[src/rtl/rv_isa_pkg.sv]
// rtl/rv_isa_pkg.sv - RV32I/RV64I opcode, write-back and decode-control definitions
package rv_isa_pkg;

  localparam logic [6:0] OP     = 7'b0110011;
  localparam logic [6:0] OP_IMM = 7'b0010011;
  localparam logic [6:0] LOAD   = 7'b0000011;
  localparam logic [6:0] STORE  = 7'b0100011;
  localparam logic [6:0] BRANCH = 7'b1100011;
  localparam logic [6:0] JAL    = 7'b1101111;
  localparam logic [6:0] JALR   = 7'b1100111;
  localparam logic [6:0] LUI    = 7'b0110111;
  localparam logic [6:0] AUIPC  = 7'b0010111;

  localparam logic [6:0] FUNCT7_MULDIV = 7'b0000001;

  typedef enum logic [1:0] {
    WB_ALU  = 2'd0,
    WB_MEM  = 2'd1,
    WB_JALR = 2'd2,
    WB_JAL  = 2'd3
  } wb_src_e;

  typedef struct packed {
    logic    op1_src;
    logic    op2_src;
    logic    mem_re;
    logic    mem_we;
    wb_src_e wb_src;
    logic    reg_we;
    logic    use_rs1;
    logic    use_rs2;
    logic    illegal;
  } dec_ctrl_t;

endpackage

[src/rtl/rv_decode_comb.sv]
// rtl/rv_decode_comb.sv - combinational instruction decoder (fields, immediate, control)
module rv_decode_comb
  import rv_isa_pkg::*;
#(
  parameter int XLEN     = 32,
  parameter int ENABLE_M = 1
) (
  input  logic [31:0]     instr_i,
  output logic [4:0]      rs1_o,
  output logic [4:0]      rs2_o,
  output logic [4:0]      rd_o,
  output logic [2:0]      funct3_o,
  output logic [6:0]      funct7_o,
  output logic [XLEN-1:0] imm_o,
  output dec_ctrl_t       ctrl_o
);

  logic [6:0]  opcode;
  logic [31:0] imm32;
  logic        writes_rd;

  assign opcode   = instr_i[6:0];
  assign rd_o     = instr_i[11:7];
  assign rs2_o    = instr_i[24:20];
  assign funct3_o = instr_i[14:12];
  assign imm_o    = XLEN'($signed(imm32));

  always_comb begin
    ctrl_o         = '0;
    ctrl_o.op2_src = 1'b1;
    ctrl_o.wb_src  = WB_ALU;
    imm32          = '0;
    writes_rd      = 1'b0;
    funct7_o       = '0;
    rs1_o          = instr_i[19:15];
    case (opcode)
      OP: begin
        ctrl_o.use_rs1 = 1'b1;
        ctrl_o.use_rs2 = 1'b1;
        ctrl_o.op2_src = 1'b0;
        funct7_o       = instr_i[31:25];
        writes_rd      = 1'b1;
        ctrl_o.illegal = (ENABLE_M == 0) && (instr_i[31:25] == FUNCT7_MULDIV);
      end
      OP_IMM: begin
        ctrl_o.use_rs1 = 1'b1;
        imm32          = {{20{instr_i[31]}}, instr_i[31:20]};
        writes_rd      = 1'b1;
      end
      LOAD: begin
        ctrl_o.use_rs1 = 1'b1;
        ctrl_o.mem_re  = 1'b1;
        ctrl_o.wb_src  = WB_MEM;
        imm32          = {{20{instr_i[31]}}, instr_i[31:20]};
        writes_rd      = 1'b1;
      end
      STORE: begin
        ctrl_o.use_rs1 = 1'b1;
        ctrl_o.use_rs2 = 1'b1;
        ctrl_o.mem_we  = 1'b1;
        imm32          = {{20{instr_i[31]}}, instr_i[31:25], instr_i[11:7]};
      end
      BRANCH: begin
        ctrl_o.use_rs1 = 1'b1;
        ctrl_o.use_rs2 = 1'b1;
        ctrl_o.op1_src = 1'b1;
        imm32          = {{19{instr_i[31]}}, instr_i[31], instr_i[7],
                          instr_i[30:25], instr_i[11:8], 1'b0};
      end
      JAL: begin
        ctrl_o.op1_src = 1'b1;
        ctrl_o.wb_src  = WB_JAL;
        imm32          = {{11{instr_i[31]}}, instr_i[31], instr_i[19:12],
                          instr_i[20], instr_i[30:21], 1'b0};
        writes_rd      = 1'b1;
      end
      JALR: begin
        ctrl_o.use_rs1 = 1'b1;
        ctrl_o.wb_src  = WB_JALR;
        imm32          = {{20{instr_i[31]}}, instr_i[31:20]};
        writes_rd      = 1'b1;
      end
      LUI: begin
        // lui adds to x0 so the ALU path can stay op1 + imm
        rs1_o     = 5'd0;
        imm32     = {instr_i[31:12], 12'b0};
        writes_rd = 1'b1;
      end
      AUIPC: begin
        ctrl_o.op1_src = 1'b1;
        imm32          = {instr_i[31:12], 12'b0};
        writes_rd      = 1'b1;
      end
      default: ctrl_o.illegal = 1'b1;
    endcase
    ctrl_o.reg_we = writes_rd && (rd_o != 5'd0) && !ctrl_o.illegal;
  end

endmodule

[src/rtl/id_stage_pipe.sv]
// rtl/id_stage_pipe.sv - decode stage with ID/EX register, load-use interlock and stall counter
module id_stage_pipe
  import rv_isa_pkg::*;
#(
  parameter int XLEN         = 32,
  parameter int ENABLE_M     = 1,
  parameter int HAZARD_CHECK = 1,
  parameter int CNT_W        = 16
) (
  input  logic             clk,
  input  logic             rst_n,
  input  logic             in_valid,
  output logic             in_ready,
  input  logic [31:0]      in_instr,
  input  logic [XLEN-1:0]  in_pc,
  input  logic             flush,
  output logic             out_valid,
  input  logic             out_ready,
  output logic [XLEN-1:0]  out_pc,
  output logic [4:0]       out_rs1,
  output logic [4:0]       out_rs2,
  output logic [4:0]       out_rd,
  output logic [XLEN-1:0]  out_imm,
  output logic             out_op1_src,
  output logic             out_op2_src,
  output logic             out_mem_re,
  output logic             out_mem_we,
  output logic [1:0]       out_wb_src,
  output logic             out_reg_we,
  output logic [2:0]       out_funct3,
  output logic [6:0]       out_funct7,
  output logic             out_illegal,
  output logic [CNT_W-1:0] stall_cnt
);

  typedef struct packed {
    logic [XLEN-1:0] pc;
    logic [4:0]      rs1;
    logic [4:0]      rs2;
    logic [4:0]      rd;
    logic [XLEN-1:0] imm;
    logic            op1_src;
    logic            op2_src;
    logic            mem_re;
    logic            mem_we;
    logic [1:0]      wb_src;
    logic            reg_we;
    logic [2:0]      funct3;
    logic [6:0]      funct7;
    logic            illegal;
  } idex_t;

  logic [4:0]      d_rs1, d_rs2, d_rd;
  logic [2:0]      d_funct3;
  logic [6:0]      d_funct7;
  logic [XLEN-1:0] d_imm;
  dec_ctrl_t       d_ctrl;

  idex_t           idex_q, idex_d;
  logic            valid_q, valid_d;
  logic [CNT_W-1:0] cnt_q, cnt_d;
  logic            hazard, accept;

  rv_decode_comb #(.XLEN(XLEN), .ENABLE_M(ENABLE_M)) u_decode (
    .instr_i  (in_instr),
    .rs1_o    (d_rs1),
    .rs2_o    (d_rs2),
    .rd_o     (d_rd),
    .funct3_o (d_funct3),
    .funct7_o (d_funct7),
    .imm_o    (d_imm),
    .ctrl_o   (d_ctrl)
  );

  // The load in ID/EX has no data until after memory, so a dependent consumer must wait one slot.
  assign hazard = (HAZARD_CHECK != 0) && valid_q && idex_q.mem_re && (idex_q.rd != 5'd0) &&
                  ((d_ctrl.use_rs1 && (d_rs1 == idex_q.rd)) ||
                   (d_ctrl.use_rs2 && (d_rs2 == idex_q.rd)));
  assign in_ready = rst_n && !flush && !hazard && (!valid_q || out_ready);
  assign accept   = in_valid && in_ready;

  always_comb begin
    valid_d = valid_q;
    idex_d  = idex_q;
    cnt_d   = cnt_q;
    if (flush) begin
      valid_d = 1'b0;
    end else if (hazard) begin
      if (out_ready) begin
        valid_d = 1'b0;
        if (cnt_q != '1) cnt_d = cnt_q + CNT_W'(1);
      end
    end else if (accept) begin
      valid_d        = 1'b1;
      idex_d.pc      = in_pc;
      idex_d.rs1     = d_rs1;
      idex_d.rs2     = d_rs2;
      idex_d.rd      = d_rd;
      idex_d.imm     = d_imm;
      idex_d.op1_src = d_ctrl.op1_src;
      idex_d.op2_src = d_ctrl.op2_src;
      idex_d.mem_re  = d_ctrl.mem_re;
      idex_d.mem_we  = d_ctrl.mem_we;
      idex_d.wb_src  = d_ctrl.wb_src;
      idex_d.reg_we  = d_ctrl.reg_we;
      idex_d.funct3  = d_funct3;
      idex_d.funct7  = d_funct7;
      idex_d.illegal = d_ctrl.illegal;
    end else if (out_ready) begin
      valid_d = 1'b0;
    end
    // Side-effecting strobes must never be seen high on an empty slot.
    if (!valid_d) begin
      idex_d.mem_re = 1'b0;
      idex_d.mem_we = 1'b0;
      idex_d.reg_we = 1'b0;
    end
  end

  always_ff @(posedge clk or negedge rst_n) begin
    if (!rst_n) begin
      valid_q <= 1'b0;
      idex_q  <= '0;
      cnt_q   <= '0;
    end else begin
      valid_q <= valid_d;
      idex_q  <= idex_d;
      cnt_q   <= cnt_d;
    end
  end

  assign out_valid   = valid_q;
  assign out_pc      = idex_q.pc;
  assign out_rs1     = idex_q.rs1;
  assign out_rs2     = idex_q.rs2;
  assign out_rd      = idex_q.rd;
  assign out_imm     = idex_q.imm;
  assign out_op1_src = idex_q.op1_src;
  assign out_op2_src = idex_q.op2_src;
  assign out_mem_re  = idex_q.mem_re;
  assign out_mem_we  = idex_q.mem_we;
  assign out_wb_src  = idex_q.wb_src;
  assign out_reg_we  = idex_q.reg_we;
  assign out_funct3  = idex_q.funct3;
  assign out_funct7  = idex_q.funct7;
  assign out_illegal = idex_q.illegal;
  assign stall_cnt   = cnt_q;

endmodule

[config.mk]
export PLATFORM = sky130hd
export DESIGN_NAME = id_stage_pipe
export DESIGN_NICKNAME = d
export VERILOG_FILES = /design/src/rtl/rv_isa_pkg.sv /design/src/rtl/rv_decode_comb.sv /design/src/rtl/id_stage_pipe.sv
export SDC_FILE = /design/constraint.sdc
export NUM_CORES = 1
export LEC_CHECK = 0
export ABC_AREA = 1
export BUFFER_PORTS_ARGS = -buffer_cell sky130_fd_sc_hd__buf_2
export CAP_MARGIN = 15
export CORE_UTILIZATION = 56
export CTS_CLUSTER_DIAMETER = 200
export CTS_CLUSTER_SIZE = 28
export DETAILED_ROUTE_END_ITERATION = 7
export PLACE_DENSITY = 0.94
export SLEW_MARGIN = 15
export SYNTH_ARGS = -nofsm -noshare
export SYNTH_HDL_FRONTEND = slang
export SYNTH_HIERARCHICAL = 1
export SYNTH_SLANG_ARGS = --single-unit
[constraint.sdc]
create_clock -name clk -period 4.9 [get_ports clk]
set_clock_uncertainty 0.1 [all_clocks]
set_input_delay 0.49 -clock clk [delete_from_list [all_inputs] [get_ports clk]]
set_output_delay 0.49 -clock clk [all_outputs]
set_load 0.01 [all_outputs]
## Word level (Yosys, flattened, before mapping)

Index checks and enable logic that the tools add are counted.

- Word-level logic and storage cells: 83
- Register bits after elaboration: 114
- Output and inout port bits: 115

- Reduce and logical (&&, ||, !) cells: 28
- Multiplexer cells: 21
- Eq/ne operators: 15
- Add/sub/neg operators: 1
- Bitwise logic cells: 2

Operator list:

| kind | count |
|---|---|
| one-hot mux 32 bit (5 select lines) | 1 |
| two-way mux 16 bit | 3 |
| equality test 7 x 6 -> 1 bit (second input constant) | 3 |
| equality test 7 bit (second input constant) | 3 |
| adder 16 x 1 -> 16 bit (second input constant) | 1 |
| != test 16 bit (second input constant) | 1 |
| equality test 7 x 5 -> 1 bit (second input constant) | 2 |
| two-way mux 1 bit | 13 |
| logical AND 1 bit | 11 |
| equality test 5 bit | 2 |
| nonzero test 5 bit | 2 |
| OR reduction 3 bit | 3 |
| OR reduction 9 bit | 1 |
| equality test 7 x 2 -> 1 bit (second input constant) | 1 |
| two-way mux 7 bit | 1 |
| OR reduction 7 bit | 1 |
| one-hot mux 2 bit (3 select lines) | 1 |
| AND reduction 3 bit | 2 |
| OR reduction 6 bit | 1 |
| two-way mux 5 bit | 1 |
| != test 2 bit (second input constant) | 2 |
| AND reduction 4 bit | 1 |
| zero test 1 bit | 3 |
| logical OR 1 bit | 2 |
| 4 further kinds | 5 |

## Logic depth before layout (Yosys ltp)

Gate-level depths: netlist (run 1).

- Depth in word-level cells: 15
- Gate-level depth with buffers: 17
- Depth with buffers taken out: 15

## Modules after synthesis

Netlist (run 1), hierarchy kept.

Modules (own cells, without submodules):

| module | cells an instance | times used | area each (sq um) |
|---|---|---|---|
| id_stage_pipe | 631 | 1 | 5258.8 |
| rv_decode_comb | 158 | 1 | 784.5 |

## Least setup slack after synthesis (run 1)

OpenSTA, ideal clock, no wires.

- Path kind: input to output
- From: input in_instr[4]
- To: output in_ready
- Stages: 11
- Path buffers: 0
- Data required time: 4.310 ns
- Slack: 2.644 ns
- Data arrival time: 1.666 ns
- Cell sequence: inv_1 -> nor2_2 -> and3_1 -> nor2_1 -> inv_1 -> nand2_1 -> nand2_1 -> nor2_1 -> nand3_1 -> nand2_2 -> a21boi_0

- Longest elaborated chain between the ends: 9
- Elaborated cells between the ends (all ways): 20
- Classes of those cells: 8 x eq/ne; 3 x mux; 9 x reduce/logical

RTL lines:

| element | RTL line | text |
|---|---|---|
| start: declaration | id_stage_pipe.sv:14 | `input logic [31:0] in_instr,` |
| equality test 7 x 6 -> 1 bit | rv_decode_comb.sv:36 | `case (opcode)` |
| two-way mux 5 bit | rv_decode_comb.sv:36 |  |
| via d_rs1[3] | id_stage_pipe.sv:53 | `logic [4:0] d_rs1, d_rs2, d_rd;` |
| equality test 5 bit | id_stage_pipe.sv:77 | `((d_ctrl.use_rs1 && (d_rs1 == idex_q.rd)) \|\|` |
| logical AND 1 bit | id_stage_pipe.sv:77 |  |
| logical OR 1 bit | id_stage_pipe.sv:77 |  |
| logical AND 1 bit | id_stage_pipe.sv:76 | `assign hazard = (HAZARD_CHECK != 0) && valid_q && idex_q.mem_re && (idex_q.rd != 5'd0) &&` |
| zero test 1 bit | id_stage_pipe.sv:79 | `assign in_ready = rst_n && !flush && !hazard && (!valid_q \|\| out_ready);` |
| logical AND 1 bit (2 in a row) | id_stage_pipe.sv:79 |  |
| end: declaration | id_stage_pipe.sv:13 | `output logic in_ready,` |

The timed path passes the listed nets, and every way through them passes these cells.

## Worst setup path after layout (run 1)

- From: input rst_n
- To: output in_ready

- Longest elaborated chain between the ends: 3

RTL lines:

| element | RTL line | text |
|---|---|---|
| start: declaration | id_stage_pipe.sv:11 | `input logic rst_n,` |
| logical AND 1 bit (3 in a row) | id_stage_pipe.sv:79 |  |

Every way passes these cells.

==> reports/qor.csv, run 1 <==
stage;metric;value;unit
clocking;cts.reportedPaths.clkPinSlew;0.05;ns
route;viasPerCell;5.503;
final_layout;num_antenna_cells;0;
synthesis;mappedNetlistArea;6043;um^2
setup_path;crit_type;primary input to output port;
min_path;hold_path_class;primary input to register;
route;wire_per_inst;15.07;um
timing;fin_crit_sh;74.95;%
die;ioPinCount;184;
grt;grt_max_degree;98;
clocking;cts_tree;yes;
timing;setup_tns;0;ns
grt;antenna_found_initial;0;
status;status;complete, no violations;
setup_path;cp.required;4.31;ns
route;drcViolationCount;0;
setup_path;crit_top_cell;buf_4;
pwr;ir_drop;0.0002526;V
run;maxCapViolCount;0;
clocking;cts_setup_buffers;0;
setup_path;cp-end-kind;output port;
setup_path;r2r_cells;11;
route;routed_wl;16370;um
die;fp.dieW;105.9;um
synthesis;syn_inst;789;
pwr;p_per_area;357.3;nW/um^2
route;drtIter0Drc;416;
die;coreArea;10420;um^2
setup_path;critPathBufInv;4;
setup_path;crit_slowest_cell;buf_4;
clocking;clock_sinks;114;
setup_path;cpPeakStageDelay;0.68;ns
route;first_pass_iters;5;
placement;hpwl;11040;um
synthesis;ys_top_cells_by_area;dfrtp_1 47%, nand2_1 21%, nand4_1 11%;
final_layout;fin_cells;1086;
setup_path;cp_top_family;buffers and inverters;
placement;dp.cells;1053;
final_layout;area_growth;22.98;%
die;die_h;105.9;um
grt;grt.total_usage;30.26;%
setup_path;crit_chain;dlygate4sd3_1 > buf_4 > and3_4 > buf_4 > a21boi_0 > buf_2;
timing;slew_headroom;32.98;%
die;die_area;11210;um^2
route;drtAntennaViolNets;0;
timing;period_needed;3.673;ns
synthesis;yosysTopAreaCell;dfrtp_1;
synthesis;ys_ff_latch;114;
clocking;cts_made_buffers;17;
synthesis;syn_avg_cell_area;7.659;um^2
timing;worst_slew_pin_slew;1.005;ns
placement;portBuffers;183;
pwr;p_leak;0.004480;uW
grt;grt_pass1_wl;26720;um
clocking;clk_latency;0.51;ns
synthesis;synth_top_cell_area_share;47.20;%
timing;final_hold_viol_count;0;
die;row_count;37;
setup_path;crit_fanout;79;
synthesis;yosysUniqueCellTypes;33;
timing;finalHoldWorstSlack;0.1083;ns
timing;max_clock_freq;0.2723;GHz
grt;grt-ovfl-total;0;
clocking;clock-root-buffer;clkbuf_8;
setup_path;start_kind;primary input;
timing;rsz0062_at_grt;no;
timing;slew_violations;0;
synthesis;ys_warn_count;6;
setup_path;crit_cells;6;
min_path;hold_path_depth;2;
route;num_vias;5976;
placement;place.gp.congestion;0.8915;
timing;finalSetupViolCount;0;
clocking;cts_resized;0;
grt;grt_pass1_vias;5620;
die;initial_utilization;58.02;%
final_layout;layout-drive-gt1-share;26.11;%
clocking;htree_levels;4;
clocking;clk_path_buf_depth;2;
setup_path;crit_arrival;3.08;ns
synthesis;synth_fp_nets;859;
final_layout;nets;1007;
synthesis;synth_seq_area_share;47.20;%
## routing by layer
layer | global-route usage [%] | wire (um)
met1 | 39.04 | 6750
met2 | 49.86 | 8056
met3 | 7.421 | 1284
met4 | 10.32 | 276
met5 | 0 | 0
## where the power goes
group	switching (uW)	internal, uW	leakage, uW
Clock	422	797	0.000281
Combinational	227	132	0.00269
Sequential	51.7	1030	0.00151
## per-stage QoR
stage               instance area [um^2]  setup WS (ns)  power [uW]  utilization, %
floorplan                           6043          2.644        1283               -
global placement                    6837          1.695        1437           65.63
detailed placement                  6837          1.608        1450           65.63
CTS                                 7432          1.210        2670           71.35
global route                        7432          1.025        2761           71.35
finish                              7432          1.227        2655           71.35
## layout make-up
cell class / count / area (um^2)
clock buffer: 22 / 452.9
clock inverter: 10 / 132.6
fill: 874 / 2984
inverter: 60 / 225.2
multi-input combinational: 555 / 2630
sequential: 114 / 2853
tap: 136 / 170.2
timing repair buffer: 189 / 968.4
## what timing repair did
item,in CTS,in global routing
endpoints found under the setup margin,0,0
endpoints found under the hold margin,47,0
hold buffers,1,0
## cells in the final DEF (no fill, tap or decap)
| cell | instances |
|---|---|
| clkbuf_16 | 16 |
| clkbuf_8 | 3 |
| nor2_1 | 41 |
| o21ai_1 | 2 |
| nand2_4 | 3 |
| o211ai_1 | 1 |
| and3_4 | 1 |
| a21boi_0 | 1 |
| a21oi_1 | 1 |
| buf_2 | 181 |
| clkbuf_1 | 3 |
| nor4_1 | 1 |
| nor2_2 | 4 |
| o21ai_0 | 4 |
| ha_1 | 1 |
| dfrtp_1 | 114 |
| nand4_1 | 102 |
| buf_4 | 7 |
| clkinvlp_4 | 3 |
| nand2_1 | 335 |
| xor2_1 | 11 |
| nor2_4 | 2 |
| bufinv_16 | 3 |
| xnor2_1 | 3 |
| and3_1 | 1 |
| nand3b_1 | 1 |
| o21ai_2 | 5 |
| nand3_1 | 19 |
| nand4_2 | 1 |
| nand3_4 | 3 |
| dlygate4sd3_1 | 1 |
| clkinv_2 | 4 |
| o21ai_4 | 1 |
| inv_1 | 55 |
| nor3_1 | 5 |
| nand2_2 | 6 |
| inv_2 | 5 |
## final timing paths
check / slack, ns / from / to
min reg2reg: 0.36 / out_imm[20] / out_imm[20]
min in group asynchronous: 0.45 / rst_n / out_pc[2]
max: 1.23 / rst_n / in_ready
min: 0.11 / flush / out_valid
max reg2reg: 2.50 / out_rd[2] / out_op2_src
max in group asynchronous: 3.01 / rst_n / out_funct7[4]
## registers in the layout (all words and copies together) (netlist names)
signal	flops
out_mem_re	1
out_pc	32
stall_cnt	16
out_mem_we	1
out_valid	1
out_funct3	3
out_rs2	5
out_reg_we	1
out_wb_src	2
out_op2_src	1
out_rs1	5
out_funct7	7
out_op1_src	1
out_imm	32
out_rd	5
out_illegal	1
## logic make-up after synthesis
kind of cell,Yosys count,synth area share (%)
AOI/OAI and AO/OA,15,1.822
xor gates and xnor gates,14,2.029
adders and majority gates,1,0.2070
buffers and inverters,120,9.565
DFF,114,47.21
and+or+nand+nor,525,39.17
## cells in the mapped netlist
cell type,number
buf_4,16
inv_1,55
nor2_1,41
nor2_2,4
dfrtp_1,114
nand4_2,1
xnor2_1,3
xor2_1,11
o21ai_4,1
o21ai_1,2
buf_2,12
nand4_1,102
and3_1,2
buf_1,11
nand2_4,2
nor3_1,5
ha_1,1
nand3_2,1
inv_2,5
o21ai_0,4
nand2_2,7
nand3_4,2
nor2_4,2
nand2_1,335
a21oi_1,1
a21boi_0,1
nand3b_1,1
o21ai_2,5
clkbuf_1,14
nor4_1,1
o211ai_1,1
nand3_1,19
buf_6,7
Power figures use the tool's default switching activity.
==> run 2, diff against run 1 <==
--- a/config.mk
+++ b/config.mk
@@ -8,11 +8,11 @@
 export ABC_AREA = 1
 export BUFFER_PORTS_ARGS = -buffer_cell sky130_fd_sc_hd__buf_2
 export CAP_MARGIN = 15
-export CORE_UTILIZATION = 56
+export CORE_UTILIZATION = 52
 export CTS_CLUSTER_DIAMETER = 200
 export CTS_CLUSTER_SIZE = 28
 export DETAILED_ROUTE_END_ITERATION = 7
-export PLACE_DENSITY = 0.94
+export PLACE_DENSITY = 0.89
 export SLEW_MARGIN = 15
 export SYNTH_ARGS = -nofsm -noshare
 export SYNTH_HDL_FRONTEND = slang
==> constraint.sdc (replaced) <==
create_clock -name clk -period 3.55 [get_ports clk]
set_clock_uncertainty 0.1 [all_clocks]
set_input_delay 0.355 -clock clk [delete_from_list [all_inputs] [get_ports clk]]
set_output_delay 0.355 -clock clk [all_outputs]
set_load 0.01 [all_outputs]
==> reports/qor.csv, run 2 (same netlist as run 1, synthesis figures left out) <==
stage;metric;value;unit;change
grt;grtUsageMet2;47.05;%;was 49.86%
timing;finalSetupViolCount;0;;unchanged
timing;rsz0062_at_grt;no;;unchanged
die;die_area;12060;um^2;was 11,210 um^2
route;drtAntennaViolNets;0;;unchanged
die;ioPinCount;184;;unchanged
clocking;cts_tree;yes;;unchanged
pwr;finalPower;3709;uW;was 2655 uW
timing;slew_headroom;29.46;%;was 32.98%
die;fp.dieW;109.8;um;was 105.9 um
final_layout;layout-drive-gt1-share;26.65;%;was 26.11%
timing;worst_slew_pin_slew;1.058;ns;was 1.005 ns
setup_path;crit_arrival;2.80;ns;was 3.08 ns
clocking;clk_path_buf_depth;2;;unchanged
final_layout;layout_commonest_cell;nand2_1;;unchanged
setup_path;start_kind;primary input;;unchanged
clocking;cts_hold_buf;1;;unchanged
grt;grt_use_met3;7.528;%;was 7.421%
final_layout;nets;1010;;was 1,007
min_path;hold_path_depth;2;;unchanged
route;routed_wl;16760;um;was 16,370 um
grt;use_met1;35.71;%;was 39.04%
route;drtIter0Drc;472;;was 416
timing;period_needed;2.571;ns;
placement;portBuffers;183;;unchanged
final_layout;area_growth;24.04;%;was 22.98%
clocking;clock-root-buffer;clkbuf_16;;was clkbuf_8
clocking;cts_resized;0;;unchanged
clocking;clock_sinks;114;;unchanged
route;num_vias;5833;;was 5,976
setup_path;reg2reg_to;out_rs1[0];;was out_op2_src
pwr;p_leak;0.004510;uW;was 0.004480 uW
clocking;clk_latency;0.40;ns;was 0.51 ns
setup_path;r2r_cells;8;;was 11
timing;setup_tns;0;ns;unchanged
run;maxCapViolCount;0;;unchanged
setup_path;cp.required;3.78;ns;was 4.31 ns
setup_path;crit_type;primary input to register;;was primary input to output port
clocking;cts_made_buffers;17;;unchanged
setup_path;cp-startpoint;in_instr[4];;was rst_n
grt;top_usage_layer;met2;;unchanged
clocking;cts.reportedPaths.clkPinSlew;0.05;ns;about the same
grt;grt.total_usage;28.31;%;was 30.26%
route;viasPerCell;5.317;;was 5.503
setup_path;crit_fanout;97;;was 79
grt;antenna_found_initial;1;;was 0
min_path;hold_path_class;primary input to register;;unchanged
min_path;min_to;out_valid;;unchanged
setup_path;worst_r2r_startpoint;out_rd[0];;was out_rd[2]
status;status;complete, no violations;;unchanged
min_path;min-delay-start;flush;;unchanged
timing;max_clock_freq;0.3890;GHz;
die;coreArea;11370;um^2;was 10,420 um^2
setup_path;r2r_setup_slack;1.22;ns;was 2.50 ns
grt;grt_pass1_wl;26080;um;was 26,720 um
placement;place.gp.congestion;0.9188;;was 0.8915
clocking;htree_levels;4;;unchanged
placement;hpwl;11160;um;was 11,040 um
pwr;p_per_area;494.7;nW/um^2;was 357.3 nW/um^2
grt;grt_max_degree;98;;unchanged
grt;grt_pass1_vias;5368;;was 5,620
die;die_h;109.8;um;was 105.9 um
setup_path;cp-end-kind;register;;was output port
die;row_count;39;;was 37
timing;finalHoldWorstSlack;0.06982;ns;was 0.1083 ns
timing;fin_crit_sh;72.42;%;
die;initial_utilization;53.15;%;was 58.02%
route;first_pass_iters;5;;unchanged
timing;slew_violations;0;;unchanged
clocking;cts_setup_buffers;0;;unchanged
grt;grt-ovfl-total;0;;unchanged
timing;final_hold_viol_count;0;;unchanged
route;drcViolationCount;0;;unchanged
pwr;ir_drop;0.0003785;V;was 0.0002526 V
route;wire_per_inst;15.27;um;was 15.07 um
final_layout;layout_common_cells;335 x nand2_1, 181 x buf_2, 114 x dfrtp_1;;unchanged
-- run 2: per-layer routing --
metal,vias to the layer above,wire length [um]
met5,-,0
met4,0,259
met3,24,1274
met2,255,8192
met1,2714,7029
li1,2840,-
-- run 2: report_power, final --
part	total (uW)	switching [uW]	internal (uW)
registers	1490	74.0	1420
logic	500	315	184
clock network	1720	602	1120
total	3710	991	2720
-- run 2: layout make-up --
class                           instances  area, um^2
Antenna cell                            1       2.502
Clock buffer                           18       439.2
Clock inverter                         14       163.9
Fill cell                             993        3874
Inverter                               60       225.2
Multi-Input combinational cell        555        2630
Sequential cell                       114        2853
Tap cell                              143       178.9
Timing Repair Buffer                  192        1003
-- run 2: critical path, stage by stage --
cell and delay [ns]:
buf_2 0.09, inv_1 0.08, nor2_2 0.20, and3_1 0.34, nor2_1 0.12, inv_1 0.07, nand2_1 0.04, nand2_1 0.06
nor2_1 0.04, nand3_1 0.08, nand2_2 0.10, nand2_4 0.08, buf_4 0.73, nand4_1 0.27, nand2_1 0.14
-- run 2: through the flow --
stage / instances / utilization (%) / area [um^2] / worst slack (ns)
floorplan: 789 / - / 6043 / 1.486
global placement: 1063 / 60.51 / 6880 / 0.7250
detailed placement: 1063 / 60.51 / 6880 / 0.6146
CTS: 1096 / 65.91 / 7493 / 1.015
global route: 1097 / 65.93 / 7496 / 0.7693
finish: 1097 / 65.93 / 7496 / 0.9790
-- run 2: worst max path at each step --
| stage | endpoint | slack [ns] | cells after the start |
|---|---|---|---|
| 2_1_floorplan | out_imm[15] | 1.49 | 15 |
| 6_report | out_rs1[0] | 0.98 | 15 |
| 4_1_cts | out_rs1[0] | 1.01 | 16 |
| 5_1_grt | out_rs1[0] | 0.77 | 16 |
| 3_3_place_gp | out_rs1[0] | 0.73 | 16 |
| 3_5_place_dp | out_rs1[0] | 0.61 | 16 |
==> run 3, diff against run 2 <==
--- a/config.mk
+++ b/config.mk
@@ -5,14 +5,14 @@
 export SDC_FILE = /design/constraint.sdc
 export NUM_CORES = 1
 export LEC_CHECK = 0
-export ABC_AREA = 1
+export ABC_AREA = 0
 export BUFFER_PORTS_ARGS = -buffer_cell sky130_fd_sc_hd__buf_2
 export CAP_MARGIN = 15
-export CORE_UTILIZATION = 52
+export CORE_UTILIZATION = 51
 export CTS_CLUSTER_DIAMETER = 200
 export CTS_CLUSTER_SIZE = 28
 export DETAILED_ROUTE_END_ITERATION = 7
-export PLACE_DENSITY = 0.89
+export PLACE_DENSITY = 0.88
 export SLEW_MARGIN = 15
 export SYNTH_ARGS = -nofsm -noshare
 export SYNTH_HDL_FRONTEND = slang
==> constraint.sdc (replaced) <==
create_clock -name clk -period 2.6 [get_ports clk]
set_clock_uncertainty 0.1 [all_clocks]
set_input_delay 0.26 -clock clk [delete_from_list [all_inputs] [get_ports clk]]
set_output_delay 0.26 -clock clk [all_outputs]
set_load 0.01 [all_outputs]
==> reports/qor.csv, run 3 <==
stage;metric;value;unit;change
status;status;complete, no violations;;unchanged
setup_path;crit_fanout;4;;was 97
clocking;cts_made_buffers;17;;unchanged
die;ioPinCount;184;;unchanged
placement;postPlaceCellArea;6633;um^2;was 6880 um^2
clocking;clk_path_buf_depth;2;;unchanged
grt;grt_pass1_vias;4700;;was 5,368
clocking;cts.reportedPaths.clkPinSlew;0.05;ns;about the same
timing;fin_crit_sh;96.68;%;
die;initial_utilization;53.55;%;was 53.15%
synthesis;synth_top_cell_area_share;50.69;%;was 47.20%
synthesis;syn_avg_cell_area;12.56;um^2;was 7.659 um^2
timing;slew_violations;0;;unchanged
synthesis;ys_top_cells_by_area;dfrtp_1 51%, mux2_2 16%, mux2_4 2.7%;;was dfrtp_1 47%, nand2_1 21%, nand4_1 11%
route;routed_wl;15030;um;was 16,760 um
pwr;p_per_area;672.3;nW/um^2;was 494.7 nW/um^2
route;num_vias;4543;;was 5,833
pwr;ir_drop;0.0005966;V;was 0.0003785 V
setup_path;cp.required;2.24;ns;was 3.78 ns
die;fp.dieW;107.1;um;was 109.8 um
setup_path;crit_type;register to output port;;was primary input to register
clocking;clk_latency;0.50;ns;was 0.40 ns
setup_path;worst_r2r_startpoint;out_rd[1];;was out_rd[0]
timing;rsz0062_at_grt;no;;unchanged
final_layout;layout_common_cells;182 x buf_2, 113 x dfrtp_1, 80 x mux2_2;;was 335 x nand2_1, 181 x buf_2, 114 x dfrtp_1
synthesis;yosysMostFrequentCell;dfrtp_1;;was nand2_1
min_path;hold_path_class;primary input to register;;unchanged
final_layout;num_antenna_cells;0;;was 1
placement;hpwl;10170;um;was 11,160 um
placement;portBuffers;183;;unchanged
clocking;cts_tree;yes;;unchanged
timing;slew_headroom;44.60;%;was 29.46%
synthesis;synthArstFlopShare;100.0;%;unchanged
clocking;htree_levels;4;;unchanged
grt;antenna_found_initial;0;;was 1
synthesis;mappedNetlistArea;5628;um^2;was 6043 um^2
grt;grt-ovfl-total;0;;unchanged
grt;grt.total_usage;26.82;%;was 28.31%
setup_path;crit_arrival;2.15;ns;was 2.80 ns
setup_path;reg2reg_to;out_pc[13];;was out_rs1[0]
synthesis;synth_fp_nets;518;;was 859
placement;place.gp.congestion;0.9418;;was 0.9188
timing;final_hold_viol_count;0;;unchanged
die;die_h;107.1;um;was 109.8 um
synthesis;synth-edff-count;0;;unchanged
route;wire_per_inst;17.95;um;was 15.27 um
clocking;clock_sinks;114;;unchanged
route;first_pass_iters;5;;unchanged
die;coreArea;10510;um^2;was 11,370 um^2
synthesis;netlist_top_cells_count;114 x dfrtp_1, 80 x mux2_2, 20 x nand3_1;;was 335 x nand2_1, 114 x dfrtp_1, 102 x nand4_1
synthesis;ys_ff_latch;114;;unchanged
setup_path;r2r_setup_slack;0.16;ns;was 1.22 ns
route;drtAntennaViolNets;0;;unchanged
timing;max_clock_freq;0.3978;GHz;
route;drtIter0Drc;230;;was 472
grt;grt_pass1_wl;23420;um;was 26,080 um
final_layout;layout_commonest_cell;buf_2;;was nand2_1
final_layout;area_growth;37.02;%;was 24.04%
timing;setup_tns;0;ns;unchanged
grt;grt_max_degree;63;;was 98
synthesis;yosysTopAreaCell;dfrtp_1;;unchanged
route;drcViolationCount;0;;unchanged
final_layout;nets;760;;was 1,010
synthesis;yosysUniqueCellTypes;58;;was 33
timing;finalSetupViolCount;0;;unchanged
synthesis;ys_warn_count;6;;unchanged
die;die_area;11460;um^2;was 12,060 um^2
final_layout;final_area;7711;um^2;was 7496 um^2
clocking;clock-root-buffer;clkbuf_8;;was clkbuf_16
min_path;min-delay-start;in_instr[16];;was flush
die;row_count;37;;was 39
synthesis;ys.flop_type;dfrtp_1;;unchanged
setup_path;start_kind;register;;was primary input
setup_path;r2r_cells;7;;was 8
run;maxCapViolCount;0;;unchanged
route;viasPerCell;5.428;;was 5.317
timing;worst_slew_pin_slew;0.8274;ns;was 1.058 ns
final_layout;layout-drive-gt1-share;51.07;%;was 26.65%
pwr;p_leak;0.003901;uW;was 0.004510 uW
synthesis;syn_inst;448;;was 789
min_path;hold_path_depth;3;;was 2
setup_path;cp-end-kind;output port;;was register
synthesis;synth_seq_area_share;50.69;%;was 47.20%
min_path;min_to;out_imm[16];;was out_valid
timing;period_needed;2.514;ns;
-- run 3: changes by cell type in the layout (fill, tap and decap cells not counted), sizes merged, moves of 12 or more --
cell and change:
nand2 -326, mux2 +96, nand4 -95, inv -54, dlygate4sd3 +47, nor2 -29
buf +20, nor2b +12
-- run 3: how the worst max path moves through the flow --
stage,from,to,slack [ns]
global route,out_rd[1],in_ready,0.001
finish,out_rd[0],in_ready,0.09
CTS,in_instr[17],in_ready,0.01
global placement,in_instr[1],out_pc[12],0.007
detailed placement,in_instr[0],out_pc[3],-0.06
floorplan,in_instr[4],stall_cnt[2],0.03
-- run 3: what timing repair did --
action / CTS / global route
resized for setup: 0 / 7
hold buffers: 48 / 0
endpoints found under the setup margin: 0 / 1
endpoints found under the hold margin: 111 / 0
setup buffers: 0 / 3
-- run 3: layout make-up --
| type | instances | area (um^2) |
|---|---|---|
| Sequential cell | 114 | 2854 |
| Fill cell | 679 | 2798 |
| Tap cell | 136 | 170.2 |
| Timing Repair Buffer | 259 | 1634 |
| Clock inverter | 4 | 47.55 |
| Clock buffer | 26 | 508.0 |
| Multi-Input combinational cell | 292 | 2475 |
| Inverter | 6 | 22.52 |
-- run 3: critical path: stages (launching register included) --
cell and delay, ns:
dfrtp_1 0.38, buf_4 0.16, xnor2_1 0.20, nand2_1 0.10, o22ai_2 0.20, buf_4 0.15
buf_4 0.11, nand2_1 0.07, nand2_1 0.07, a21oi_1 0.06, buf_2 0.14
-- run 3: cells by family (layout without fill, tap and decap cells) --
| kind of cell | Yosys count | after routing | synth area share (%) |
|---|---|---|---|
| multiplexers | 96 | 96 | 19.88 |
| AO/OA/AOI/OAI | 49 | 49 | 7.315 |
| AND/OR/NAND/NOR | 121 | 121 | 12.34 |
| XOR/XNOR | 25 | 25 | 3.891 |
| flip-flops | 114 | 114 | 50.69 |
| adder cells (fa/ha/maj) | 1 | 1 | 0.2223 |
| buffers and inverters | 42 | 295 | 5.669 |
-- run 3: per-stage QoR --
step | power (uW) | setup WS, ns | instances | util [%] | hold slack [ns]
floorplan | 2578 | 0.03431 | 448 | - | -0.1356
detailed placement | 2968 | -0.05568 | 756 | 63.11 | 0.3705
CTS | 5195 | 0.01494 | 834 | 72.97 | 0.002136
global placement | 2923 | 0.007090 | 756 | 63.11 | 0.3641
finish | 5184 | 0.08636 | 837 | 73.38 | 0.01435
global route | 5395 | 0.001086 | 837 | 73.38 | 0.002795
-- run 3: where the power goes --
| group | internal [uW] | switching (uW) | leakage, uW |
|---|---|---|---|
| Clock | 1400 | 757 | 0.000273 |
| Combinational | 479 | 454 | 0.00216 |
| Sequential | 1970 | 117 | 0.00147 |
| Total | 3860 | 1330 | 0.00390 |
-- run 3: layer usage --
metal / vias up / track usage [%] / wire (um)
met5: - / 0 / 0
met4: 0 / 8.219 / 167
met3: 22 / 9.179 / 1112
met2: 193 / 46.82 / 7769
met1: 2251 / 30.92 / 5977
li1: 2077 / - / -
